<file path="src/rtl/y_demux_deser.sv">
// Serial-to-parallel receiver: shifts MSB-first frames off a 1-bit line and
// steers each completed word to one of two holding registers, flagging aborted frames.
module y_demux_deser #(
    parameter int unsigned WIDTH = 8
) (
    input  logic             clk,
    input  logic             reset,
    input  logic             sin,
    input  logic             sync,
    input  logic             chan,
    output logic [WIDTH-1:0] out0,
    output logic [WIDTH-1:0] out1,
    output logic             v0,
    output logic             v1,
    output logic             err
);

    localparam int unsigned CW = $clog2(WIDTH + 1);

    typedef enum logic {
        IDLE  = 1'b0,
        SHIFT = 1'b1
    } state_t;

    state_t           state_q, state_d;
    logic [WIDTH-1:0] shift_q, shift_d;
    logic [CW-1:0]    cnt_q, cnt_d;
    logic             chan_q, chan_d;
    logic [WIDTH-1:0] out0_d, out1_d;
    logic             v0_d, v1_d, err_d;
    logic [WIDTH-1:0] shifted;
    logic             done;

    assign shifted = {shift_q[WIDTH-2:0], sin};
    // Last bit of a frame arrives when the count is one short of WIDTH and no restart.
    assign done    = (state_q == SHIFT) && !sync && (cnt_q == CW'(WIDTH - 1));

    always_ff @(posedge clk) begin
        if (reset) begin
            state_q <= IDLE;
        end else begin
            state_q <= state_d;
        end
    end

    always_comb begin
        state_d = state_q;
        case (state_q)
            IDLE:    if (sync) state_d = SHIFT;
            SHIFT:   if (done) state_d = IDLE;
            default: state_d = IDLE;
        endcase
    end

    always_comb begin
        shift_d = shift_q;
        cnt_d   = cnt_q;
        chan_d  = chan_q;
        out0_d  = out0;
        out1_d  = out1;
        v0_d    = 1'b0;
        v1_d    = 1'b0;
        err_d   = 1'b0;
        if (sync) begin
            // A sync always starts a new frame; mid-frame it also aborts the old one.
            shift_d = WIDTH'(sin);
            cnt_d   = CW'(1);
            chan_d  = chan;
            err_d   = (state_q == SHIFT);
        end else if (state_q == SHIFT) begin
            shift_d = shifted;
            cnt_d   = cnt_q + CW'(1);
            if (done) begin
                cnt_d = '0;
                if (chan_q) begin
                    out1_d = shifted;
                    v1_d   = 1'b1;
                end else begin
                    out0_d = shifted;
                    v0_d   = 1'b1;
                end
            end
        end
    end

    always_ff @(posedge clk) begin
        if (reset) begin
            shift_q <= '0;
            cnt_q   <= '0;
            chan_q  <= 1'b0;
            out0    <= '0;
            out1    <= '0;
            v0      <= 1'b0;
            v1      <= 1'b0;
            err     <= 1'b0;
        end else begin
            shift_q <= shift_d;
            cnt_q   <= cnt_d;
            chan_q  <= chan_d;
            out0    <= out0_d;
            out1    <= out1_d;
            v0      <= v0_d;
            v1      <= v1_d;
            err     <= err_d;
        end
    end

endmodule

</file>
<file path="config.mk">
export PLATFORM = sky130hd
export DESIGN_NAME = y_demux_deser
export DESIGN_NICKNAME = d
export VERILOG_FILES = /design/src/rtl/y_demux_deser.sv
export SDC_FILE = /design/constraint.sdc
export NUM_CORES = 1
export LEC_CHECK = 0
export ABC_AREA = 1
export CAP_MARGIN = 25
export CELL_PAD_IN_SITES_DETAIL_PLACEMENT = 0
export CELL_PAD_IN_SITES_GLOBAL_PLACEMENT = 1
export CORE_ASPECT_RATIO = 0.9
export CORE_MARGIN = 2
export CORE_UTILIZATION = 23
export DETAILED_ROUTE_END_ITERATION = 16
export HOLD_SLACK_MARGIN = 0.05
export PLACE_DENSITY = 0.59
export SLEW_MARGIN = 20
export SYNTH_ARGS = -nofsm -noshare
export SYNTH_HDL_FRONTEND = slang
export SYNTH_SLANG_ARGS = --single-unit
</file>
<file path="constraint.sdc">
create_clock -name clk -period 1.4 [get_ports clk]
set_clock_uncertainty 0.2 [all_clocks]
set_input_delay 0.28 -clock clk [delete_from_list [all_inputs] [get_ports clk]]
set_output_delay 0.28 -clock clk [all_outputs]
set_load 0.02 [all_outputs]
</file>
[Yosys cells after proc, flatten, opt, wreduce, memory -nomap -nowiden]
Index checks and enable logic that the tools add are counted.
Cells by class
  add/sub/neg operators: 1
  equal/unequal tests: 1
  multiplexer cells: 10
  bitwise gates (word level): 4
  reductions and logical operators: 9
Operator list (number)
  1-bit 2-to-1 mux: 8
  4-bit AND reduction: 2
  4-bit by 1-bit adder with 4-bit output (second input constant): 1
  4-bit by 3-bit equality test with 1-bit output (second input constant): 1
  4-bit 2-to-1 mux: 1
  1-bit NOT: 4
  2-bit OR reduction: 2
  4-bit OR reduction: 1
  1-bit logical AND: 2
  1-bit one-hot mux with 2 select lines: 1
  2-bit nonzero test: 1
  1-bit zero test: 1
Storage, ports and cells
  register bits after elaboration: 32
  logic and storage cells: 36

[Logic depth before layout (Yosys ltp)]
  depth in word-level cells: 6
  depth in mapped cells: 8
  depth with buffers taken out: 7

[Worst setup path after synthesis]
No wires, ideal clock.
  path kind: register -> register
  from: register cnt_q[0]
  to: register out0[3]
  library setup time: 0.064 ns
  data arrival time: 1.087 ns
  required time: 1.136 ns
  path slack: 0.049 ns
  cell stages (with the launch flop): 9
  path buffers: 1
  clock period less this slack: 1.351 ns
  cell sequence: dfxtp_1 ha_1 nand2_1 nor2_2 buf_6 nand3_4 nand2_1 inv_1 nor2_1
On the way
  longest elaborated chain between the ends: 3
Ends and longest elaborated chain
  start: declaration: line 27  | logic [CW-1:0] cnt_q, cnt_d;
  start signal: assignment: line 98  | cnt_q <= cnt_d;
  4-bit by 3-bit equality test with 1-bit output: line 36  | assign done = (state_q == SHIFT) && !sync && (cnt_q == CW'(WIDTH - 1));
  1-bit logical AND: line 36
  4-bit AND reduction (no line)
  end signal: assignment: line 100  | out0 <= out0_d;
  end: declaration: line 11  | output logic [WIDTH-1:0] out0,
Every way passes these cells.
A chain may end at the register's enable or synchronous reset.

[Final worst setup path]
  from: register cnt_q[0]
  to: register state_q
On the way
  longest elaborated chain between the ends: 4
Ends and longest elaborated chain
  4-bit by 3-bit equality test with 1-bit output: line 36
  1-bit logical AND: line 36
  1-bit 2-to-1 mux: line 50  | SHIFT: if (done) state_d = IDLE;
  1-bit one-hot mux with 2 select lines: line 48  | case (state_q)
  end signal: assignment: line 42  | state_q <= state_d;
  end: declaration: line 25  | state_t state_q, state_d;
Every way passes these cells.

==> impl_metrics.toml <==
[timing]
holdWs_ps = 283
tightest_slew_ps = 233
fin_crit_sh_pct = 107
rsz0062_at_grt = "yes"
report.final.slew_viol_count = 0
tns_ps = -1070
max_freq_ghz = 0.667
hold_viol_final = 0
period_needed_ps = 1500
final-setup-viol-count = 19
setup_ws_ps = -98.9
max_slew_margin_pct = 84.4

[cts]
clkTransAtPathRegs_ps = 60
cts_root_buf = "clkbuf_8"
htreeDepth = 2
tritoncts = "done"
clock_path_buffers = 2
cts_made_buffers = 5
cts.sinks = 32
holdBufCountCts = 0
clock_latency_ps = 280

[critical_path]
critical_path.cell_chain = "ha_4 -> nand2_4 -> nor2_4 -> buf_12 -> buf_4 -> nand2_4 -> nor3b_1"
crit_path_max_incr_delay_ps = 350
slowest_stage = "dfxtp_2"
critPathArrivalTime_ps = 1470
cp_top_family = "simple AND/OR/NAND/NOR gates"
cp.required_ps = 1370
cp_max_fo = 6
crit_top_cell = "nand2_4"
end_kind = "flip-flop"
crit_type = "flip-flop to flip-flop"
path_buf_inv = 2
critPathLaunchType = "flip-flop"

[yosys]
ys_top_cells_by_area = "dfxtp_1 (46%), inv_1 (12%), nand2_1 (11%)"
syn_area_um2 = 1380
yosysMostFrequentCell = "inv_1"
synth_ff_type = "dfxtp_1"
synthCells = 193
synth_edf_count = 0
synth_top_cell_by_area = "dfxtp_1"
ys_ff_latch = 32
async_reset_ff_share_pct = 0
yosysUniqueCellTypes = 20
synth_seq_area_share_pct = 46.4
synth_top_area_share_pct = 46.4
synthesis.nets = 199
yosysWarnings = 0
synth_commonest_cells = "inv_1 (44), nand2_1 (39), dfxtp_1 (32)"
avgSynthCellArea_um2 = 7.15

[grt]
track_usage_pct = 11.3
grt_overflow_total = 0
grt_pass1_wl_um = 5780
antenna_found_initial = 0
grt_max_degree = 22
grt_pass1_vias = 1237

[die]
pin_count = 24
coreArea_um2 = 5730
rows = 26
die_h_um = 77.5
fp.dieW_um = 85.7
dieArea_um2 = 6640
start_util_pct = 24.1

[power]
ir_worst_vdd_uv = 386
pwr_density_cell_nw_per_um2 = 896
leakage_uw = 0.000852

[route]
first_pass_iters = 4
drtIter0Drc = 44
antenna_left = 0
wire_per_inst_um = 10.9
drt-total-wl_um = 3330
num_vias = 1257
vias_per_cell = 4.11
drcViolationCount = 0

[finish]
area_growth_pct = 42.0
num_antenna_cells = 0
layout.nets = 242
drive_gt1_share_pct = 29.2

[run_status]
status = "finished, violations left"
violations = "setup timing"

[placed_design]
place_hpwl_um = 2230
gp_congestion = 0.725
port_buffers = 23
pre_cts_ws_ps = -304

[flow_run]
cap_violations = 0

[min_path]
min_path_type = "input port to flip-flop"
[layer usage]
metal / track usage [%] / wire length [um] / vias up
met2: 17.2 / 1410 / 24
met3: 3.62 / 162 / 8
li1: - / - / 683
met1: 14.4 / 1690 / 542
met4: 5.71 / 68 / 0
met5: 0 / 0 / -
[worst paths after layout]
check	start	cells after the start	end	slack, ps
max	cnt_q[0]	7	state_q	-100
max reg2reg	cnt_q[0]	7	state_q	-100
min	sync	4	err	280
min reg2reg	shift_q[6]	2	shift_q[6]	290
[worst min-delay path: cells and delay by family]
family                 cells  cell delay (ps)
buffers and inverters      3              370
and+or+nand+nor            1               50
[report_power, final]
| group | switching (uW) | internal (uW) | total (uW) |
|---|---|---|---|
| registers | 11.7 | 928 | 940 |
| clock network | 324 | 337 | 661 |
| logic | 95.9 | 59.3 | 155 |
| total | 431 | 1320 | 1760 |
[area by class of cell]
cell class	instances	area, um^2
fillers	649	3770
flip-flops and latches	32	643
multi-input cells	110	636
repair buffers	40	339
inverters	47	176
well taps	70	87.6
clock buffers	6	72.6
clock inverters	1	5.00
[cells by family (layout without fill, tap and decap cells)]
kind of cell / count (synthesis) / count (layout) / synth area share, %
adders and majority gates: 1 / 1 / 0.906
DFF: 32 / 32 / 46.4
and+or+nand+nor: 85 / 87 / 29.3
buffers and inverters: 53 / 94 / 15.4
AOI/OAI and AO/OA: 22 / 22 / 7.98
[through the flow]
step / std cells / area (um^2) / total power [uW] / utilization (%)
after floorplan: 193 / 1380 / 1030 / -
after global placement: 293 / 1780 / 1100 / 31.2
after CTS: 307 / 2020 / 1780 / 35.2
after global routing: 306 / 1960 / 1860 / 34.2
final: 306 / 1960 / 1760 / 34.2
after detailed placement: 293 / 1780 / 1100 / 31.2
[repair_timing]
| action | 4_1_cts | 5_1_grt |
|---|---|---|
| buffers inserted | 3 | 1 |
| endpoints found under the setup margin | 40 | 42 |
| gates resized for setup | 60 | 35 |
| cloned | 4 | 0 |
| pin swaps | 4 | 23 |
[layout by cell type, fill, tap and decap left out, types with 2 or more instances in the layout]
cell type	Yosys	routed
clkdlybuf4s50_1	0	3
dfxtp_2	0	2
buf_12	0	2
dfxtp_1	32	30
clkdlybuf4s15_1	0	2
nor2_2	1	3
clkbuf_8	0	5
a21oi_1	13	12
nand2_1	39	30
nand3_4	2	4
nor2_1	22	18
clkdlybuf4s15_2	0	5
buf_6	1	2
nand4_1	16	16
inv_2	1	5
inv_1	44	40
buf_2	2	6
clkbuf_2	0	6
clkinv_1	2	2
nor2_4	1	3
o21ai_0	9	9
nand2_2	0	7
buf_4	1	13
nand2_4	0	2
[sequential cells by signal, indices dropped and copies added (netlist names), 4 cells and up]
name     flops
shift_q      7
out1         8
out0         8
cnt_q        4
(Power assumes the default switching activity.)
